### src/rtl/bitwise_pkg.sv
// bitwise_pkg: op encoding and stage payload shared by the bitwise pipeline
package bitwise_pkg;
  localparam int MAX_W = 32;
  typedef enum logic [1:0] {OP_XOR, OP_XNOR, OP_AND, OP_OR} op_e;
  typedef struct packed {
    logic [MAX_W-1:0] res;
    logic             zero;
    logic             par;
  } payload_t;
endpackage

### src/rtl/bitwise_pipe_stage.sv
// bitwise_pipe_stage: one elastic register slot holding a valid bit and payload
module bitwise_pipe_stage
  import bitwise_pkg::*;
(
  input  logic     clk,
  input  logic     reset,
  input  logic     up_valid,
  input  payload_t up_data,
  input  logic     down_ready,
  output logic     valid,
  output payload_t data
);
  logic     load;
  logic     valid_d, valid_q;
  payload_t data_d, data_q;
  always_comb begin
    load    = !valid_q || down_ready;
    valid_d = load ? up_valid : valid_q;
    data_d  = load && up_valid ? up_data : data_q;
  end
  always_ff @(posedge clk) begin
    valid_q <= reset ? 1'b0 : valid_d;
    data_q  <= reset ? '0 : data_d;
  end
  assign valid = valid_q;
  assign data  = data_q;
endmodule

### src/rtl/bitwise_pipe.sv
// bitwise_pipe: elastic pipeline applying a selectable bitwise op to two operands
module bitwise_pipe
  import bitwise_pkg::*;
#(
  parameter int WIDTH = 8,
  parameter int DEPTH = 2
) (
  input  logic             clk,
  input  logic             reset,
  input  logic             in_valid,
  output logic             in_ready,
  input  logic [WIDTH-1:0] a,
  input  logic [WIDTH-1:0] b,
  input  logic [1:0]       op,
  output logic [WIDTH-1:0] y,
  output logic             y_zero,
  output logic             y_parity,
  output logic             out_valid,
  input  logic             out_ready,
  output logic [15:0]      txn_count
);
  op_e              opc;
  logic [WIDTH-1:0] res;
  payload_t         in_pl;
  payload_t         pl [DEPTH];
  logic [DEPTH-1:0] vld, adv;
  logic             rdy;
  logic [15:0]      txn_d, txn_q;
  always_comb begin
    opc   = op_e'(op);
    res   = opc == OP_XOR ? a ^ b : opc == OP_XNOR ? ~(a ^ b) : opc == OP_AND ? a & b : a | b;
    in_pl = '{res: MAX_W'(res), zero: res == '0, par: ^res};
    adv   = '0;
    rdy   = out_ready;
    for (int k = DEPTH - 1; k >= 0; k--) begin
      adv[k] = rdy;
      rdy    = rdy || !vld[k];
    end
    txn_d = out_valid && out_ready ? txn_q + 16'd1 : txn_q;
  end
  always_ff @(posedge clk) txn_q <= reset ? '0 : txn_d;
  for (genvar k = 0; k < DEPTH; k++) begin : g_stage
    logic     up_v;
    payload_t up_d;
    if (k == 0) begin : g_head
      assign up_v = in_valid;
      assign up_d = in_pl;
    end else begin : g_body
      assign up_v = vld[k-1];
      assign up_d = pl[k-1];
    end
    bitwise_pipe_stage u_stage (
      .clk       (clk),
      .reset     (reset),
      .up_valid  (up_v),
      .up_data   (up_d),
      .down_ready(adv[k]),
      .valid     (vld[k]),
      .data      (pl[k])
    );
  end
  if (WIDTH < MAX_W) begin : g_pad
    logic unused_hi;
    assign unused_hi = ^pl[DEPTH-1].res[MAX_W-1:WIDTH];
  end
  assign in_ready  = rdy && !reset;
  assign out_valid = vld[DEPTH-1];
  assign y         = pl[DEPTH-1].res[WIDTH-1:0];
  assign y_zero    = pl[DEPTH-1].zero;
  assign y_parity  = pl[DEPTH-1].par;
  assign txn_count = txn_q;
endmodule

### config.mk
export PLATFORM = sky130hd
export DESIGN_NAME = bitwise_pipe
export DESIGN_NICKNAME = d
export VERILOG_FILES = /design/src/rtl/bitwise_pkg.sv /design/src/rtl/bitwise_pipe_stage.sv /design/src/rtl/bitwise_pipe.sv
export SDC_FILE = /design/constraint.sdc
export NUM_CORES = 1
export LEC_CHECK = 0
export CAP_MARGIN = 10
export CORE_UTILIZATION = 35
export CTS_CLUSTER_DIAMETER = 150
export CTS_CLUSTER_SIZE = 28
export DETAILED_ROUTE_END_ITERATION = 7
export SLEW_MARGIN = 20
export SYNTH_ARGS = -nofsm -noshare
export SYNTH_HDL_FRONTEND = slang
export SYNTH_SLANG_ARGS = --single-unit
### constraint.sdc
create_clock -name clk -period 2 [get_ports clk]
set_clock_uncertainty 0.1 [all_clocks]
set_input_delay 0.3 -clock clk [delete_from_list [all_inputs] [get_ports clk]]
set_output_delay 0.3 -clock clk [all_outputs]
set_load 0.1 [all_outputs]
==> results of run 1 <==
## cells in the final DEF, fill, tap and decap left out, types with 13 or more instances in the layout
cell type / synthesis / routed
inv_1: 27 / 24
buf_4: 1 / 65
dfxtp_1: 38 / 26
xnor2_1: 17 / 16
mux2i_1: 15 / 13
nand2_1: 26 / 26
ha_1: 21 / 17
nor2_1: 27 / 27
a21oi_1: 18 / 17
## registers in the layout, indices dropped and copies added (netlist names)
register               cells
g_stage.u_stage.valid      2
txn_count                 16
g_stage.u_stage.data      20
## cell families (layout without fill, tap and decap cells)
family	count (synthesis)	after routing	share of synthesized area
buffers and inverters	39	125	0.0741
adders and majority gates	21	21	0.121
and+or+nand+nor	79	79	0.188
xor gates and xnor gates	21	21	0.0845
muxes	17	17	0.0793
DFF	38	38	0.349
AOI/OAI and AO/OA	39	39	0.104
## layout make-up
| type | count | area, um^2 | share of cell area |
|---|---|---|---|
| multi-input cells | 177 | 1330 | 0.413 |
| repair buffers | 90 | 795 | 0.247 |
| flip-flops and latches | 38 | 788 | 0.245 |
| inverters | 27 | 101 | 0.0315 |
| well taps | 75 | 93.8 | 0.0292 |
| clock buffers | 5 | 68.8 | 0.0214 |
| clock inverters | 3 | 40.0 | 0.0124 |
## layer usage
| layer | GRT usage | wire length (um) | part of all wire | vias to the layer above |
|---|---|---|---|---|
| li1 | - | - | - | 1022 |
| met4 | 0.0482 | 65 | 0.014 | 0 |
| met2 | 0.264 | 2320 | 0.50 | 43 |
| met1 | 0.162 | 2030 | 0.44 | 849 |
| met5 | 0 | 0 | 0 | - |
| met3 | 0.0303 | 201 | 0.044 | 7 |
## critical path: cells and delay by family
kind,cells,cell delay (ps)
buf+inv,3,680
fa+ha+maj,1,350
compound gates,2,290
xor+xnor,2,270
simple gates,1,80
## final timing paths
| path | from | end | slack [ps] | depth (start not counted) |
|---|---|---|---|---|
| max | op[1] | g_stage[0].u_stage.data[0]$_SDFFE_PP0P_ | 140 | 9 |
| min | g_stage[0].u_stage.data[1]$_SDFFE_PP0P_ | g_stage[0].u_stage.data[1]$_SDFFE_PP0P_ | 350 | 2 |
| max reg2reg | txn_count[0]$_SDFFE_PP0P_ | txn_count[14]$_SDFFE_PP0P_ | 390 | 5 |
| min reg2reg | g_stage[0].u_stage.data[1]$_SDFFE_PP0P_ | g_stage[0].u_stage.data[1]$_SDFFE_PP0P_ | 350 | 2 |
## synth_stat cells (3+ instances only)
library cell / instances / share of area
dfxtp_1: 38 / 0.35
inv_1: 27 / 0.047
nor2_1: 27 / 0.047
nand2_1: 26 / 0.045
ha_1: 21 / 0.12
a21oi_1: 18 / 0.041
xnor2_1: 17 / 0.068
mux2i_1: 15 / 0.069
o21ai_0: 10 / 0.023
o211ai_1: 8 / 0.028
nand4_1: 6 / 0.017
clkbuf_1: 4 / 0.0069
xor2_1: 4 / 0.016
and4_1: 3 / 0.012
buf_1: 3 / 0.0052
buf_2: 3 / 0.0069
nor3_1: 3 / 0.0069
## repair_timing
item / in CTS / in global routing
gates resized for setup: 21 / 17
setup endpoints to repair: 1 / 4
buffers inserted: 15 / 6
gates cloned: 0 / 1
pin swaps: 20 / 11
## stage by stage
| step | cell area (um^2) | TNS (ps) | std cells | power [mW] | util |
|---|---|---|---|---|---|
| after CTS | 3110 | 0 | 408 | 1.92 | 0.521 |
| final | 3220 | 0 | 415 | 1.93 | 0.540 |
| after floorplan | 2210 | -2.68 | 254 | 1.09 | - |
| after global routing | 3220 | 0 | 415 | 2.04 | 0.540 |
| after global placement | 2840 | -1050 | 385 | 1.22 | 0.477 |
| after detailed placement | 2840 | -1090 | 385 | 1.23 | 0.477 |
## report_power, final
part	switching [mW]	total (mW)	internal [mW]
Combinational	0.250	0.505	0.255
Sequential	0.0184	0.798	0.780
Clock	0.260	0.626	0.367
Total	0.528	1.93	1.40
==> impl_metrics.py, run 1 <==
metrics = {
    "outcome": {
        "status": "complete, no violations",
    },
    "cts": {
        "clockRootBuffer": "clkbuf_8",
        "cts_num_sinks": 38,
        "clk_latency_ps": 290,
        "cts_hold_buf": 0,
        "cts_tree": "yes",
        "cts.clk_slew.worst_paths_ps": 70,
        "cts_buffer_depth": 2,
        "cts-htree-levels": 2,
        "cts-buffers-inserted": 5,
    },
    "yosys": {
        "synth-edff-count": 0,
        "syn_avg_cell_area_um2": 8.57,
        "synthArstFlopShare": 0,
        "synth_fp_nets": 297,
        "yosys_warnings": 0,
        "ys.flop_type": "dfxtp_1",
        "ys_seq_area_frac": 0.349,
        "syn_area_um2": 2180,
        "ys_seq_elements": 38,
        "netlist_instances": 254,
        "synth_cell_types": 34,
    },
    "finish": {
        "drive_above_1_share": 0.321,
        "syn_to_final_growth_pct": 47.8,
        "diodes": 0,
        "n_fill_cell": 589,
        "final_net_count": 382,
    },
    "route": {
        "postRouteWirelength_um": 4610,
        "drtAntennaViolNets": 0,
        "viasPerCell": 4.63,
        "first_iter_violations": 67,
        "vias": 1921,
        "wl_per_cell_um": 11.1,
        "first_pass_iters": 4,
        "route.detailed.drc": 0,
    },
    "floorplan": {
        "num_rows": 28,
        "ioPinCount": 50,
        "die_x_um": 80.9,
        "dieHeight_um": 80.9,
        "initial_core_util": 0.366,
        "core_um2": 5960,
        "dieArea_um2": 6540,
    },
    "sta": {
        "rsz0062_at_grt": "false",
        "fin_ws_ps": 141,
        "period_share": 0.930,
        "worstMarginPinSlew_ps": 399,
        "period_needed_ps": 1860,
        "holdWs_ps": 352,
        "fmax_ghz": 0.538,
        "setup_violations": 0,
        "finalHoldViolations": 0,
        "relSlewSlack": 0.734,
        "slew_viol_final": 0,
    },
    "global_routing": {
        "grt_pass1_wl_um": 7290,
        "grt_max_degree": 39,
        "first_global_vias": 1683,
        "grt.overflow.total": 0,
        "grt_antenna_before_repair": 0,
        "grt_use_total": 0.143,
    },
    "worst_setup_path": {
        "critPathMaxStageDelay_ps": 450,
        "path_max_fanout": 15,
        "crit_type": "input pin to register",
        "critical_path.startpoint_type": "input pin",
        "critPathSlowestCell": "clkdlybuf4s50_1",
        "cp_cell_sequence": "clkdlybuf4s50_1, inv_1, buf_4, nand2_1, o21ai_1, ha_1, xnor2_2, xnor2_1, a211oi_1",
        "cp.arrival_ps": 1970,
        "crit_path_end_kind": "register",
        "cp.required_ps": 2110,
    },
    "min_path": {
        "holdCritPathClass": "register to register",
    },
    "place": {
        "hpwl_um": 3120,
        "gp_congestion": 0.758,
        "numPortBuffers": 49,
        "post-place-ws_ps": -459,
    },
    "flow_run": {
        "drv_cap": 0,
    },
    "power": {
        "leakage_nw": 1.56,
        "ir_drop_uv": 357,
        "powerDensity_nw_per_um2": 600,
    },
}
Note: power is estimated with default switching activity, not from simulation.
==> inputs of run 2 (changes only) <==
- GPL_ROUTABILITY_DRIVEN: unset -> 0
==> results of run 2 <==
No change in the layout: final DEF, timing and power equal those of run 1.
==> inputs of run 3 (changes only) <==
==> constraint.sdc (replaced) <==
create_clock -name clk -period 2 [get_ports clk]
set_clock_uncertainty 0.1 [all_clocks]
set_input_delay 0.4 -clock clk [delete_from_list [all_inputs] [get_ports clk]]
set_output_delay 0.4 -clock clk [all_outputs]
set_load 0.1 [all_outputs]
==> run 3 against run 2 <==
Compared with the run above: worst setup slack got worse by 95 ps; sequential share of layout area decreased by 3.1 points; final cell count decreased by 0.96%; routed wire length increased by 10%; non-clock buffer count decreased by 4; global-route usage increased by 0.94 points; utilization increased by 7.8 points; sequential cell count unchanged; clock-buffer cell count unchanged; first-iteration DRC count decreased by 46%; critical path depth increased by 1.
==> impl_metrics.py, run 3 (synthesis results as in run 1) <==
metrics = {
    "global_routing": {
        "grt_antenna_before_repair": 0,
        "grt_use_total": 0.153,
        "grt_max_degree": 25,
        "grt_pass1_wl_um": 7840,
        "grt.overflow.total": 0,
        "first_global_vias": 1805,
    },
    "cts": {
        "cts-htree-levels": 2,
        "clk_latency_ps": 280,
        "cts_buffer_depth": 2,
        "clockRootBuffer": "clkbuf_8",
        "cts-buffers-inserted": 5,
        "cts_num_sinks": 38,
        "cts_tree": "yes",
        "cts.clk_slew.worst_paths_ps": 80,
        "cts_hold_buf": 0,
    },
    "floorplan": {
        "die_x_um": 80.9,
        "dieHeight_um": 80.9,
        "ioPinCount": 50,
        "dieArea_um2": 6540,
        "core_um2": 5960,
        "num_rows": 28,
        "initial_core_util": 0.366,
    },
    "min_path": {
        "hp-start": "g_stage[0].u_stage.data[1]$_SDFFE_PP0P_",
        "holdPathStages": 2,
        "holdCritPathClass": "register to register",
        "min_to": "g_stage[0].u_stage.data[1]$_SDFFE_PP0P_",
    },
    "worst_setup_path": {
        "critical_path.startpoint_type": "input pin",
        "reg2reg_depth": 5,
        "path_max_fanout": 2,
        "cp.arrival_ps": 2060,
        "cpMostUsedCell": "xnor2_1",
        "r2r-start": "txn_count[0]$_SDFFE_PP0P_",
        "crit_type": "input pin to register",
        "critPathSlowestCell": "ha_1",
        "crit_path_end_kind": "register",
        "r2r_slack_ps": 320,
        "cp_cell_sequence": "dlygate4sd2_1, inv_1, ha_4, xnor2_2, nand2_2, o21ai_2, ha_1, xnor2_1, xnor2_1, a211oi_2",
        "cp.required_ps": 2110,
        "critPathMaxStageDelay_ps": 270,
        "rr_endpoint": "txn_count[14]$_SDFFE_PP0P_",
    },
    "finish": {
        "drive_above_1_share": 0.387,
        "layout_common_cells": "32 x buf_12, 30 x buf_4, 27 x nor2_1",
        "largest_register_ffs": 20,
        "multi_input_area_um2": 1440,
        "diodes": 0,
        "final_net_count": 378,
        "layout.cells.non_filler": 411,
        "syn_to_final_growth_pct": 69.0,
        "regArea_um2": 788,
        "final_common_cell": "buf_12",
        "n_fill_cell": 511,
    },
    "route": {
        "wl_per_cell_um": 12.4,
        "first_iter_violations": 36,
        "vias": 2023,
        "first_pass_iters": 4,
        "viasPerCell": 4.92,
        "route.detailed.drc": 0,
        "postRouteWirelength_um": 5090,
        "drtAntennaViolNets": 0,
    },
    "sta": {
        "worstMarginPinSlew_ps": 329,
        "finalHoldViolations": 0,
        "relSlewSlack": 0.779,
        "period_needed_ps": 1950,
        "tns_ps": 0,
        "holdWs_ps": 351,
        "fmax_ghz": 0.512,
        "period_share": 0.977,
        "setup_violations": 0,
        "slew_viol_final": 0,
    },
    "power": {
        "p_total_mw": 2.02,
        "leakage_nw": 1.64,
        "powerDensity_nw_per_um2": 549,
        "ir_drop_uv": 418,
    },
    "place": {
        "numPortBuffers": 49,
        "hpwl_um": 3370,
        "placed_cells": 391,
    },
    "outcome": {
        "status": "complete, no violations",
    },
    "flow_run": {
        "drv_cap": 0,
    },
}
-- run 3: metal layers --
layer | vias to the layer above | global-route usage | routed length (um)
li1 | 1013 | - | -
met1 | 949 | 0.166 | 2100
met2 | 51 | 0.291 | 2740
met3 | 10 | 0.0247 | 171
met4 | 0 | 0.0625 | 84
met5 | - | 0 | 0
-- run 3: layout make-up --
cell class	count	share of cell area
clock buffers	5	0.0187
clock inverters	3	0.0116
inverters	27	0.0275
multi-input cells	177	0.391
flip-flops and latches	38	0.214
well taps	75	0.0255
repair buffers	86	0.311
-- run 3: worst max-delay path: cells and delay by family --
| kind | cells | cell delay (ps) |
|---|---|---|
| compound gates | 2 | 300 |
| xor+xnor | 3 | 460 |
| fa+ha+maj | 2 | 480 |
| buf+inv | 2 | 330 |
| simple gates | 1 | 80 |
-- run 3: worst max-delay path by stage --
stage                                          start                                      end  slack [ps]  cells after the start
final                                           b[7]  g_stage[0].u_stage.data[0]$_SDFFE_PP0P_          50                     10
after global routing                            b[7]  g_stage[0].u_stage.data[0]$_SDFFE_PP0P_         -30                     10
after CTS                                       a[1]  g_stage[0].u_stage.data[0]$_SDFFE_PP0P_         -60                     10
after detailed placement                        a[7]  g_stage[0].u_stage.data[0]$_SDFFE_PP0P_        -530                     10
after global placement                          a[7]  g_stage[0].u_stage.data[0]$_SDFFE_PP0P_        -530                     10
after floorplan           txn_count[11]$_SDFFE_PP0P_               txn_count[15]$_SDFFE_PP0P_           3                      3
-- run 3: what timing repair did --
item                                   in CTS  in global routing
setup endpoints to repair                   2                  3
endpoints found under the hold margin       0                  0
resized for setup                          40                 27
pin swaps                                  23                 13
setup buffers                               8                  1
cloned                                      1                  2
-- run 3: report_power, final --
part,total [mW],leakage (nW),switching [mW],internal [mW]
Sequential,0.802,0.316,0.0228,0.779
Clock,0.643,0.0590,0.270,0.373
Combinational,0.575,1.27,0.281,0.294
-- run 3: through the flow --
stage / utilization / instance area, um^2 / setup slack [ps]
3_3_place_gp: 0.546 / 3250 / -527
5_1_grt: 0.618 / 3680 / -33.2
4_1_cts: 0.594 / 3540 / -61.9
6_report: 0.618 / 3680 / 45.4
2_1_floorplan: - / 2220 / 2.98
3_5_place_dp: 0.546 / 3250 / -534
